### src/rtl/pulse_train_pkg.sv
// Shared types and constants for the triggered pulse-train generator.
package pulse_train_pkg;

  typedef enum logic [1:0] {
    ST_IDLE  = 2'd0,
    ST_DELAY = 2'd1,
    ST_HIGH  = 2'd2,
    ST_GAP   = 2'd3
  } state_e;

  localparam int CNT_W_DEF = 16;
  localparam int NUM_W_DEF = 8;

  // A state lasting N cycles loads N-DUR_OFS and leaves when the counter hits DUR_LAST.
  localparam int DUR_OFS  = 1;
  localparam int DUR_LAST = 0;

endpackage

### src/rtl/trig_sync_edge.sv
// Two-flop synchronizer for an asynchronous level, followed by a rising-edge detector.
module trig_sync_edge (
  input  logic sys_clk,
  input  logic sys_rst_n,
  input  logic din,
  output logic rise
);

  logic s1, s2, s3;

  always_ff @(posedge sys_clk or negedge sys_rst_n) begin
    if (!sys_rst_n) begin
      s1 <= 1'b0;
      s2 <= 1'b0;
      s3 <= 1'b0;
    end else begin
      s1 <= din;
      s2 <= s1;
      s3 <= s2;
    end
  end

  assign rise = s2 & ~s3;

endmodule

### src/rtl/pulse_train_gen.sv
// Triggered multi-channel pulse-train generator: delay, then count pulses of width
// separated by gap, with per-channel enable and inversion.
module pulse_train_gen
  import pulse_train_pkg::*;
#(
  parameter int              CNT_W   = CNT_W_DEF,
  parameter int              NUM_W   = NUM_W_DEF,
  parameter int              N_CH    = 2,
  parameter logic [N_CH-1:0] OUT_INV = {N_CH{1'b0}}
) (
  input  logic             sys_clk,
  input  logic             sys_rst_n,
  input  logic             trig,
  input  logic             abort,
  input  logic             retrig_en,
  input  logic [CNT_W-1:0] cfg_delay,
  input  logic [CNT_W-1:0] cfg_width,
  input  logic [CNT_W-1:0] cfg_gap,
  input  logic [NUM_W-1:0] cfg_count,
  input  logic [N_CH-1:0]  ch_en,
  output logic [N_CH-1:0]  pulse_out,
  output logic             busy,
  output logic             done,
  output logic             cfg_err,
  output logic [NUM_W-1:0] pulse_idx
);

  state_e           state, nxt;
  logic [CNT_W-1:0] cnt, ld_val;
  logic             ld, accept, err_set, done_set, idx_inc;
  logic             trig_rise, start_req, cfg_ok, cnt_last, last_pulse, raw_d;
  logic [CNT_W-1:0] wid_s, gap_s;
  logic [NUM_W-1:0] num_s;
  logic [N_CH-1:0]  en_s;
  logic [1:0]       done_pipe;

  trig_sync_edge u_trig (
    .sys_clk   (sys_clk),
    .sys_rst_n (sys_rst_n),
    .din       (trig),
    .rise      (trig_rise)
  );

  assign start_req  = trig_rise && (state == ST_IDLE || retrig_en);
  assign cfg_ok     = (cfg_width != '0) && (cfg_count != '0);
  assign cnt_last   = (cnt == CNT_W'(DUR_LAST));
  assign last_pulse = (pulse_idx == num_s - NUM_W'(1));

  always_comb begin
    nxt      = state;
    ld       = 1'b0;
    ld_val   = '0;
    accept   = 1'b0;
    err_set  = 1'b0;
    done_set = 1'b0;
    idx_inc  = 1'b0;
    if (abort && state != ST_IDLE) begin
      nxt = ST_IDLE;
    end else if (start_req && cfg_ok) begin
      // The delay goes straight into the counter, so it needs no shadow copy.
      accept = 1'b1;
      ld     = 1'b1;
      if (cfg_delay != '0) begin
        nxt    = ST_DELAY;
        ld_val = cfg_delay - CNT_W'(DUR_OFS);
      end else begin
        nxt    = ST_HIGH;
        ld_val = cfg_width - CNT_W'(DUR_OFS);
      end
    end else begin
      err_set = start_req;
      case (state)
        ST_DELAY: if (cnt_last) begin
          nxt    = ST_HIGH;
          ld     = 1'b1;
          ld_val = wid_s - CNT_W'(DUR_OFS);
        end
        ST_HIGH: if (cnt_last) begin
          if (last_pulse) begin
            nxt      = ST_IDLE;
            done_set = 1'b1;
          end else if (gap_s != '0) begin
            nxt    = ST_GAP;
            ld     = 1'b1;
            ld_val = gap_s - CNT_W'(DUR_OFS);
          end else begin
            ld      = 1'b1;
            ld_val  = wid_s - CNT_W'(DUR_OFS);
            idx_inc = 1'b1;
          end
        end
        ST_GAP: if (cnt_last) begin
          nxt     = ST_HIGH;
          ld      = 1'b1;
          ld_val  = wid_s - CNT_W'(DUR_OFS);
          idx_inc = 1'b1;
        end
        default: ;
      endcase
    end
  end

  always_ff @(posedge sys_clk or negedge sys_rst_n) begin
    if (!sys_rst_n) begin
      state     <= ST_IDLE;
      cnt       <= '0;
      wid_s     <= '0;
      gap_s     <= '0;
      num_s     <= '0;
      en_s      <= '0;
      pulse_idx <= '0;
      done_pipe <= '0;
      cfg_err   <= 1'b0;
    end else begin
      state <= nxt;
      if (ld)             cnt <= ld_val;
      else if (!cnt_last) cnt <= cnt - CNT_W'(1);
      if (accept) begin
        wid_s <= cfg_width;
        gap_s <= cfg_gap;
        num_s <= cfg_count;
        en_s  <= ch_en;
      end
      if (accept || nxt == ST_IDLE) pulse_idx <= '0;
      else if (idx_inc)             pulse_idx <= pulse_idx + NUM_W'(1);
      // done lines up with the output stage, which trails the state by one cycle
      done_pipe <= {done_pipe[0], done_set};
      cfg_err   <= err_set;
    end
  end

  assign done  = done_pipe[1];
  assign busy  = (state != ST_IDLE);
  assign raw_d = (state == ST_HIGH) && !abort;

  for (genvar i = 0; i < N_CH; i++) begin : g_ch
    always_ff @(posedge sys_clk or negedge sys_rst_n) begin
      if (!sys_rst_n) pulse_out[i] <= OUT_INV[i];
      else            pulse_out[i] <= (raw_d & en_s[i]) ^ OUT_INV[i];
    end
  end

endmodule
### config.mk
export PLATFORM = sky130hd
export DESIGN_NAME = pulse_train_gen
export DESIGN_NICKNAME = d
export VERILOG_FILES = /design/src/rtl/pulse_train_pkg.sv /design/src/rtl/trig_sync_edge.sv /design/src/rtl/pulse_train_gen.sv
export SDC_FILE = /design/constraint.sdc
export NUM_CORES = 1
export LEC_CHECK = 0
export ABC_AREA = 1
export CELL_PAD_IN_SITES_DETAIL_PLACEMENT = 1
export CELL_PAD_IN_SITES_GLOBAL_PLACEMENT = 1
export CORE_AREA = 5 5 89 173
export DETAILED_ROUTE_END_ITERATION = 16
export DIE_AREA = 0 0 94 178
export PLACE_DENSITY = 0.87
export SYNTH_ARGS = -nofsm -noshare
export SYNTH_HDL_FRONTEND = slang
export SYNTH_SLANG_ARGS = --single-unit
### constraint.sdc
create_clock -name sys_clk -period 6.1 [get_ports sys_clk]
set_input_delay 1.83 -clock sys_clk [delete_from_list [all_inputs] [get_ports sys_clk]]
set_output_delay 1.83 -clock sys_clk [all_outputs]
set_load 0.05 [all_outputs]
* Yosys cells after proc, flatten, opt, wreduce, memory -nomap -nowiden
Cells that the tools add are included.
** Word-level totals
- Register bits after elaboration :: 76
- Latch bits :: 0
- Memory bits (writable) :: 0
- ROM bits :: 0
- Output and inout bits :: 13
- Memories kept :: 0
** Cells by class
- Add/subtract/negate cells :: 7
- Multipliers :: 0
- Div/mod/pow operators :: 0
- Order comparisons :: 0
- Equal/unequal tests :: 5
- Shift operators :: 0
- Mux-type cells :: 41
- Bitwise gates (word level) :: 4
- Reductions and logical operators :: 18
** Operators with widths (number)
- two-way mux 16 bit :: 9
- subtractor 16 x 1 -> 16 bit, second input constant :: 5
- nonzero test 16 bit :: 3
- one-hot mux 16 bit (2 select lines) :: 1
- two-way mux 1 bit :: 19
- logical NOT 16 bit :: 1
- two-way mux 8 bit :: 2
- two-way mux 2 bit :: 7
- adder 8 x 1 -> 8 bit, second input constant :: 1
- == test 8 bit :: 1
- nonzero test 8 bit :: 1
- subtractor 8 x 1 -> 8 bit, second input constant :: 1
- logical AND 1 bit :: 5
- == test 2 bit, second input constant :: 2
- logical NOT 2 bit :: 2
- one-hot mux 1 bit (2 select lines) :: 2
- one-hot mux 2 bit (2 select lines) :: 1
- nonzero test 2 bit :: 2
- bitwise AND 1 bit :: 3
- == test 2 x 1 -> 1 bit, second input constant :: 1
- logical OR 1 bit :: 2
- inequality test 2 bit, second input constant :: 1
- OR reduction 2 bit :: 1
- logical NOT 1 bit :: 1
- inverter 1 bit :: 1

* Depth between registers and ports, before layout
Gate-level depths: netlist of the first run.
- Word-level depth :: 10
- Mapped depth :: 19
- Depth with buffers taken out :: 19

* Hierarchy
Synthesis of the first run repeated with hierarchy kept, for this count alone.
** Second synthesis, totals
- Cell total of the unflattened synthesis :: 899
- Area, all modules :: 5898.2 um2
** By module, submodules not included
- pulse_train_gen :: times used 1, cells each 894, area each 5813.1 um2, sequential area each 1826.8 um2
- trig_sync_edge :: times used 1, cells each 5, area each 85.1 um2, sequential area each 75.1 um2

* Worst setup path before layout of the first run
Ideal clock, no wire load.
- Path kind :: input to register
- Start point :: in cfg_delay[15]
- End point :: reg cnt[14]
- Library setup time :: 126 ps
- Arrival time :: 3316 ps
- Data required time :: 5974 ps
- Setup slack :: 2658 ps
- Cell stages on the path :: 17
- Path buffers :: 0
- Cell sequence :: nor2_1 > nand2_1 > nor2_2 > nand2_4 > nor2_1 > nor2_1 > ha_1 > inv_1 > nor2_1 > nand2_2 > nor2_1 > nand2_1 > nand2_1 > nand2_1 > nand2_1 > nand3_1 > a21oi_1
** On the way
- Cells in the longest elaborated chain, start to end :: 5
** Ends and longest elaborated chain
- from (decl) :: RTL line pulse_train_gen.sv:16 : input logic [CNT_W-1:0] cfg_delay,
- nonzero test 16 bit :: RTL line pulse_train_gen.sv:63 : if (cfg_delay != '0) begin
- two-way mux 16 bit :: RTL line pulse_train_gen.sv:63
- two-way mux 16 bit :: RTL line pulse_train_gen.sv:59 : end else if (start_req && cfg_ok) begin
- two-way mux 16 bit :: RTL line pulse_train_gen.sv:57 : if (abort && state != ST_IDLE) begin
- two-way mux 16 bit :: RTL line pulse_train_gen.sv:116 : if (ld) cnt <= ld_val;
- to (signal assigned) :: RTL line pulse_train_gen.sv:116
- to (signal assigned) :: RTL line pulse_train_gen.sv:117 : else if (!cnt_last) cnt <= cnt - CNT_W'(1);
- to (decl) :: RTL line pulse_train_gen.sv:29 : logic [CNT_W-1:0] cnt, ld_val;
No other way between the ends.
A chain may end at the register's enable or synchronous reset.

* Worst setup path in the final report of the first run
- Start point :: in cfg_count[5]
- End point :: reg wid_s[4]
** On the way
- Cells in the longest elaborated chain, start to end :: 5
** Ends and longest elaborated chain
- from (decl) :: RTL line pulse_train_gen.sv:19 : input logic [NUM_W-1:0] cfg_count,
- nonzero test 8 bit :: RTL line pulse_train_gen.sv:45 : assign cfg_ok = (cfg_width != '0) && (cfg_count != '0);
- logical AND 1 bit :: RTL line pulse_train_gen.sv:45
- logical AND 1 bit :: RTL line pulse_train_gen.sv:59
- two-way mux 1 bit :: RTL line pulse_train_gen.sv:59
- two-way mux 1 bit :: RTL line pulse_train_gen.sv:57
- to (signal assigned) :: RTL line pulse_train_gen.sv:119 : wid_s <= cfg_width;
- to (decl) :: RTL line pulse_train_gen.sv:32 : logic [CNT_W-1:0] wid_s, gap_s;
No other way between the ends.

==> results.ini, run 1 <==
[power_and_ir_drop]
leakage_nw=3.26
peakVddDrop_uv=222
power_density_nw_per_um2=377

[route]
drt-initial-drc-count=216
vias_per_cell=5.33
totalWireLength_microns=19900
drc=0
vias=6043
firstDrtPassIters=4
wl_per_cell_microns=17.6
postRouteAntennaNets=0

[floorplanning]
num_rows=61
core_sq_um=13900
ios=76
chipHeight_microns=178
dieArea_sq_um=16700
fp.dieW_microns=94
initial_utilization_pct=41.9

[timing]
hold_viol=0
final.period_utilization_pct=75.2
fin_worst_skew_ns=0.0132
maxSlewViolCount=0
max_freq_mhz=218
fin_crit_ns=4.58
rsz0062_at_grt=false
tns_ns=0
max_slew_margin_pct=26.0
finalSetupViolCount=0
tightestPinTransition_ns=1.10

[yosys]
synth_area_leaders=dfrtp_1 33%, nand2_1 13%, nor2_1 8.1%
synth_top_area_share_pct=32.7
syn-num-nets=934
synth_largest_area_cell=dfrtp_1
synthCells=864
ys_seq_area_share_pct=32.7
synth_seq_cells=76
synth.distinct_cells=41
syn-cell-area_sq_um=5820
synth_area_per_cell_sq_um=6.73
yosys_warnings=0

[placed_design]
port_buffers=75
place_hpwl_microns=16400
place_congestion=0.875

[clocking]
h-tree-depth=3
post-cts-setup-buffers=0
cts_buffer_depth=2
hold_buffers=0
cts_tree=done
cts_num_sinks=76
ctsResizeCount=0
numCtsBuffers=9
path_clk_slew_ns=0.07
clockRootBuffer=clkbuf_16
clock_latency_ns=0.34

[global_routing]
grt_antenna_before_repair=0
overflow=0
grt_usage_pct=24.6
grt_pass1_wl_microns=31800
grt_max_degree=77
grt_pass1_vias=6561

[final_layout]
drive_above_1_share_pct=10.5
antenna_cells=0
utilization_pct=50.7
nets=1009
synthToLayoutAreaGrowth_pct=21.0

[worst_hold_path]
hp-start=u_trig.s1$_DFF_PN0_
hold_depth=0
worstHoldEndpoint=u_trig.s2$_DFF_PN0_
hold_path_class=flop to flop

[run]
maxCapViolations=0

[status]
status=finished clean

[critical_path]
arrival_ns=4.81
worstReg2RegStart=state[0]$_DFF_PN0_
crit_type=input pin to flop
crit_path_end_kind=flop
start_kind=input pin
rrSetupSlack_ns=2.96
reg2reg_to=wid_s[4]$_DFFE_PN0P_
required_ns=6.33
crit_path_max_fanout=44
r2r_cells=9

==> flip-flops by register name, indices dropped and copies added, names as in the netlist <==
register and cells:
u_trig.s2 1, wid_s 16, cfg_err 1, gap_s 16, done_pipe 2, pulse_idx 8, pulse_out 2, u_trig.s1 1
state 2, num_s 8, cnt 16, u_trig.s3 1, en_s 2
==> layout make-up <==
cell class	instances	area (sq um)
fill	1873	6850
multi-input combinational	650	3360
sequential	76	1900
timing repair buffer	77	763
inverter	125	477
tap	189	236
clock buffer	10	229
clock inverter	6	71.3
==> cell usage after synthesis <==
master	count
buf_1	2
nor2_2	13
nor2_1	126
o21ai_1	2
nand2_2	10
o21bai_1	6
buf_2	2
nand3_1	79
nor4_1	4
buf_6	1
a21oi_1	37
dfrtp_1	76
ha_1	7
nor4_4	1
nand2_4	6
nand4_1	16
nor2_4	5
clkbuf_2	1
xnor2_1	9
o21ai_0	30
nor3_4	1
nor3_1	22
o211ai_1	1
a21boi_1	1
inv_1	115
buf_12	1
nand3b_1	3
inv_2	8
o21ai_2	8
inv_4	1
nor3_2	2
inv_6	1
nand2_1	209
mux2_2	7
clkbuf_1	6
a21oi_2	12
nand3_2	5
nand2_8	1
nor3b_1	1
xor2_1	24
a31oi_1	2
==> cells in the final DEF (no fill, tap or decap), drive strengths merged, types with 10 or more instances in the layout <==
master,instances
xor2,24
nor3,25
nand3,84
nor2,144
clkbuf,10
nand4,16
nand2,226
inv,127
dfrtp,76
clkdlybuf4s50,74
o21ai,40
a21oi,49
==> power by group <==
group          switching (mW)  internal (mW)
clock network           0.228          0.321
logic                   0.751          0.412
registers               0.243          0.699
total                    1.22           1.43
==> critical path, cell delays in order <==
cell and delay, ns:
clkdlybuf4s50_1 0.43, nor4_1 0.55, nand2_1 0.19, nand3_2 0.32
inv_2 0.22, nand2_2 0.50, buf_4 0.47, nand2_1 0.15
o21ai_0 0.14
==> worst max path at each step <==
stage	start	endpoint	slack (ns)
2_1_floorplan	cfg_delay[15]	cnt[14]$_DFFE_PN0P_	2.66
3_3_place_gp	cfg_count[5]	en_s[1]$_DFFE_PN0P_	1.27
3_5_place_dp	cfg_count[5]	wid_s[4]$_DFFE_PN0P_	1.22
4_1_cts	cfg_count[5]	wid_s[4]$_DFFE_PN0P_	1.47
5_1_grt	cfg_count[5]	wid_s[4]$_DFFE_PN0P_	1.30
6_report	cfg_count[5]	wid_s[4]$_DFFE_PN0P_	1.52
==> metal layers <==
metal / share of wire (%) / GRT usage (%) / wire length, microns / up-vias
li1: - / - / - / 2894
met1: 33 / 22.5 / 6570 / 2931
met2: 58 / 48.6 / 11500 / 138
met3: 2.3 / 2.53 / 450 / 80
met4: 7.2 / 16.6 / 1440 / 0
met5: 0 / 0 / 0 / -
==> metrics by stage <==
stage          instances  power [mW]  instance area, sq um  setup slack (ns)  hold slack [ns]
6_report            1133        2.65                  7040              1.52            0.345
5_1_grt             1133        2.84                  7040              1.30            0.361
4_1_cts             1133        2.67                  7040              1.47            0.350
3_5_place_dp        1117        2.10                  6740              1.22            0.336
3_3_place_gp        1117        2.05                  6740              1.27            0.333
2_1_floorplan        864        1.70                  5820              2.66            0.331
==> cell families (layout without fill, tap and decap cells) <==
kind of cell	after synthesis	count (layout)	synth area share, %
buffers and inverters	138	218	9.51
adder cells (fa/ha/maj)	7	7	1.51
multiplexers	7	7	1.36
flip-flops	76	76	32.7
XOR/XNOR	33	33	4.97
AO/OA/AOI/OAI	99	99	10.2
AND/OR/NAND/NOR	504	504	39.8
Power figures use the tool's default switching activity.
==> run 2: changes to the inputs <==
--- a/config.mk
+++ b/config.mk
@@ -8,10 +8,10 @@
 export ABC_AREA = 1
 export CELL_PAD_IN_SITES_DETAIL_PLACEMENT = 1
 export CELL_PAD_IN_SITES_GLOBAL_PLACEMENT = 1
-export CORE_AREA = 5 5 89 173
+export CORE_AREA = 5 5 96 188
 export DETAILED_ROUTE_END_ITERATION = 16
-export DIE_AREA = 0 0 94 178
-export PLACE_DENSITY = 0.87
+export DIE_AREA = 0 0 101 193
+export PLACE_DENSITY = 0.79
 export SYNTH_ARGS = -nofsm -noshare
 export SYNTH_HDL_FRONTEND = slang
 export SYNTH_SLANG_ARGS = --single-unit
==> constraint.sdc (replaced) <==
create_clock -name sys_clk -period 4.2 [get_ports sys_clk]
set_input_delay 1.26 -clock sys_clk [delete_from_list [all_inputs] [get_ports sys_clk]]
set_output_delay 1.26 -clock sys_clk [all_outputs]
set_load 0.05 [all_outputs]
==> results.ini, run 2 (synthesis results as in run 1) <==
[route]
drt-initial-drc-count=192
totalWireLength_microns=18800
drc=0
firstDrtPassIters=4
vias_per_cell=5.05
wl_per_cell_microns=16.3
vias=5813
postRouteAntennaNets=0

[global_routing]
grt_usage_pct=20.1
grt_max_degree=77
grt_pass1_vias=6282
overflow=0
grt_antenna_before_repair=0
grt_pass1_wl_microns=31100

[clocking]
numCtsBuffers=9
clock_latency_ns=0.35
hold_buffers=0
ctsResizeCount=0
cts_buffer_depth=2
cts_num_sinks=76
path_clk_slew_ns=0.06
post-cts-setup-buffers=0
clockRootBuffer=clkbuf_16
cts_tree=done
h-tree-depth=3

[timing]
max_freq_mhz=296
worst_slack_ns=0.826
tightestPinTransition_ns=1.00
fin_crit_ns=3.37
tns_ns=0
fin_worst_skew_ns=0.0109
max_slew_margin_pct=33.4
maxSlewViolCount=0
hold_viol=0
rsz0062_at_grt=false
final.period_utilization_pct=80.3
finalSetupViolCount=0

[final_layout]
nets=1010
final_common_cell=nand2_1
antenna_cells=0
stdcell_count=1152
multi_input_area_sq_um=3360
synthToLayoutAreaGrowth_pct=21.7
fillerInstances=2127
final_cell_mix=209 x nand2_1, 126 x nor2_1, 115 x inv_1
seq_area_sq_um=1900
reg.largest.list=cnt (16), gap_s (16), wid_s (16)
design_area_sq_um=7080
drive_above_1_share_pct=10.5

[status]
status=finished clean

[power_and_ir_drop]
p_comb_share_pct=43.9
peakVddDrop_uv=247
intPower_mw=2.08
leakage_nw=3.27
p_clk_share_pct=20.7
seq_power_share_pct=35.5
power_density_nw_per_um2=537
switching_power_mw=1.72
switching_share_pct=45.2

[placed_design]
port_buffers=75
place_hpwl_microns=15300
dp_worst_setup_slack_ns=0.516
post_dp_cell_area_sq_um=6780
place_congestion=0.891
dp_cells=1136

[critical_path]
start_kind=input pin
arrival_ns=3.59
reg2reg_to=cnt[14]$_DFFE_PN0P_
critPathBufInv=2
path_delay_family=simple AND/OR/NAND/NOR gates
required_ns=4.41
slowest_stage=clkdlybuf4s50_1
r2r_cells=16
cpPeakStageDelay_ns=0.52
crit_top_cell=nor2_1
crit_type=input pin to flop
crit_path_max_fanout=10
worstReg2RegStart=num_s[0]$_DFFE_PN0P_
crit_path_end_kind=flop
path_cells=clkdlybuf4s50_1, nor2_1, nand3_1, nor2_2, nand2_4, nor2_1, nor2_1, ha_1, inv_1, nor2_1, nand2_2, nor2_1, nand2_1, nand2_1, nand3_1, nand3_1, o21ai_1
rrSetupSlack_ns=1.44

[floorplanning]
initial_utilization_pct=35.2
num_rows=67
core_sq_um=16500
dieArea_sq_um=19500
chipHeight_microns=193
ios=76
fp.dieW_microns=101

[worst_hold_path]
hp-start=u_trig.s1$_DFF_PN0_
worstHoldEndpoint=u_trig.s2$_DFF_PN0_
hold_depth=0
hold_path_class=flop to flop

[run]
maxCapViolations=0

[run 2: cell count changes in the layout (fill, tap and decap cells not counted), sizes merged]
cell and delta:
inv -2, buf +1, clkinv +1, clkbuf +1
[run 2: power groups by stage]
stage | registers (mW) | logic (mW) | clock network [mW]
finish | 1.35 | 1.67 | 0.785
global route | 1.39 | 1.87 | 0.833
CTS | 1.35 | 1.69 | 0.800
detailed placement | 1.36 | 1.67 | 0
global placement | 1.34 | 1.61 | 0
floorplan | 1.26 | 1.20 | 0
[run 2: worst max-delay path by stage]
stage | depth (start not counted) | startpoint | endpoint | slack (ns)
after floorplan | 17 | cfg_delay[15] | cnt[14]$_DFFE_PN0P_ | 1.33
after global placement | 18 | cfg_delay[13] | cnt[14]$_DFFE_PN0P_ | 0.64
after detailed placement | 17 | cfg_delay[0] | cnt[10]$_DFFE_PN0P_ | 0.52
after CTS | 17 | cfg_delay[0] | cnt[10]$_DFFE_PN0P_ | 0.86
after global routing | 17 | cfg_delay[0] | cnt[10]$_DFFE_PN0P_ | 0.62
final | 17 | cfg_delay[0] | cnt[10]$_DFFE_PN0P_ | 0.83
[run 2: layer usage]
layer,wire [microns],part of all wire [%],up-vias,GRT usage (%)
li1,-,-,2904,-
met1,8000,43,2778,24.1
met2,9760,52,97,36.7
met3,492,2.6,34,2.27
met4,536,2.9,0,6.50
met5,0,0,-,0
[run 2: area by class of cell]
class                           count  share of cell area (%)
Clock buffer                       11                    3.29
Clock inverter                      5                   0.884
Inverter                          125                    6.74
Multi-Input combinational cell    650                    47.5
Sequential cell                    76                    26.9
Tap cell                          207                    3.66
Timing Repair Buffer               78                    11.1
[run 2: per-stage QoR]
stage | utilization (%) | hold WS (ns) | total power, mW
finish | 42.9 | 0.349 | 3.80
global route | 42.9 | 0.359 | 4.09
CTS | 42.9 | 0.351 | 3.84
detailed placement | 41.1 | 0.337 | 3.03
global placement | 41.1 | 0.333 | 2.96
floorplan | - | 0.331 | 2.46
==> run 3: changes to the inputs <==
==> constraint.sdc (replaced) <==
create_clock -name sys_clk -period 3 [get_ports sys_clk]
set_input_delay 0.9 -clock sys_clk [delete_from_list [all_inputs] [get_ports sys_clk]]
set_output_delay 0.9 -clock sys_clk [all_outputs]
set_load 0.05 [all_outputs]
==> results.ini, run 3 (synthesis results as in run 1) <==
[timing]
max_freq_mhz=357
rsz0062_at_grt=false
fin_worst_skew_ns=0.0117
max_slew_margin_pct=65.9
worst_slack_ns=0.200
maxSlewViolCount=0
finalSetupViolCount=0
tightestPinTransition_ns=0.510
final.period_utilization_pct=93.3
hold_viol=0
fin_crit_ns=2.80
hold_ws_ns=0.351

[clocking]
path_clk_slew_ns=0.07
cts_tree=done
clockRootBuffer=clkbuf_16
clock_latency_ns=0.35
post-cts-setup-buffers=0
h-tree-depth=3
cts_num_sinks=76
numCtsBuffers=9
cts_buffer_depth=2

[critical_path]
start_kind=flop
arrival_ns=1.90
reg2reg_to=cnt[2]$_DFFE_PN0P_
crit_path_end_kind=primary output
worstReg2RegStart=num_s[0]$_DFFE_PN0P_
cpPeakStageDelay_ns=0.72
rrSetupSlack_ns=0.41
r2r_cells=16
crit_path_max_fanout=6
endpoint=busy
path_cells=nor2_1, inv_1, clkdlybuf4s50_1
slowest_stage=clkdlybuf4s50_1
required_ns=2.10
crit_type=flop to primary output
crit_path_start=state[0]$_DFF_PN0_

[route]
met1_length_microns=8010
firstDrtPassIters=4
totalWireLength_microns=19400
vias=5986
wl_met3_microns=639
drt-initial-drc-count=165
postRouteAntennaNets=0
vias_per_cell=5.05
drc=0
wl_per_cell_microns=16.4
wl_met2_microns=10200
top_layer_used=met4

[final_layout]
antenna_cells=0
reg.largest.list=cnt (16), gap_s (16), wid_s (16)
drive_above_1_share_pct=14.1
nets=1044
fillerInstances=2139
final_cell_mix=209 x nand2_1, 124 x nor2_1, 115 x inv_1
utilization_pct=45.1
final_common_cell=nand2_1
synthToLayoutAreaGrowth_pct=28.1

[global_routing]
grt_pass1_vias=6557
grt_antenna_before_repair=0
overflow=0
grt_usage_pct=21.0
grt_pass1_wl_microns=32500
grt_max_degree=77

[placed_design]
dp_worst_setup_slack_ns=-0.214
port_buffers=75
place_hpwl_microns=15800
place_congestion=0.897

[power_and_ir_drop]
peakVddDrop_uv=397
power_density_nw_per_um2=749
leakage_nw=3.48

[worst_hold_path]
hp-start=u_trig.s1$_DFF_PN0_
hold_path_class=flop to flop
hold_depth=0

[floorplanning]
num_rows=67
chipHeight_microns=193
fp.dieW_microns=101
initial_utilization_pct=35.2
dieArea_sq_um=19500
core_sq_um=16500
ios=76

[status]
status=finished clean

[run]
maxCapViolations=0

-- run 3: cell count changes in the layout (fill, tap and decap cells not counted), sizes merged --
| cell | before | now |
|---|---|---|
| clkinvlp | 2 | 1 |
| buf | 4 | 38 |
| clkinv | 2 | 1 |
| clkbuf | 11 | 9 |
| bufinv | 1 | 3 |
| inv | 125 | 127 |
-- run 3: repair_timing --
action | CTS | global route
hold buffers | 0 | 0
endpoints found under the setup margin | 0 | 5
gates resized for setup | 0 | 4
-- run 3: where the power goes --
group	total, mW	switching, mW	internal (mW)
logic	2.40	1.50	0.902
clock network	1.30	0.482	0.821
registers	1.88	0.459	1.42
total	5.58	2.44	3.14
-- run 3: final cells by class --
| class | instances | area [sq um] | area share (%) |
|---|---|---|---|
| multi-input combinational | 650 | 3380 | 45.3 |
| clock inverter | 7 | 123 | 1.65 |
| inverter | 125 | 477 | 6.40 |
| timing repair buffer | 112 | 1090 | 14.6 |
| tap | 207 | 259 | 3.48 |
| clock buffer | 9 | 225 | 3.02 |
| sequential | 76 | 1900 | 25.5 |
-- run 3: how the worst min path moves through the flow --
stage                                  end  slack [ns]
global route           u_trig.s2$_DFF_PN0_        0.37
detailed placement     u_trig.s2$_DFF_PN0_        0.34
CTS                    u_trig.s2$_DFF_PN0_        0.35
finish                 u_trig.s2$_DFF_PN0_        0.35
floorplan           done_pipe[1]$_DFF_PN0_        0.33
global placement       u_trig.s2$_DFF_PN0_        0.33
-- run 3: metal layers --
layer	vias up	GRT usage, %
li1	2973	-
met1	2867	25.5
met2	114	37.9
met3	32	2.20
met4	0	7.53
met5	-	0
-- run 3: stage by stage --
step                total power, mW  setup TNS [ns]  instances  cell area [sq um]
floorplan                      3.45               0        864               5820
global placement               4.19          -0.140       1170               7090
detailed placement             4.29          -0.968       1170               7090
CTS                            5.62               0       1186               7440
global route                   5.99               0       1186               7450
finish                         5.58               0       1186               7450
-- run 3: critical path, delay by kind of cell, from the launching register on --
kind	cells	cell delay, ns
flops	1	0.45
simple gates	1	0.24
buf+inv	2	0.86
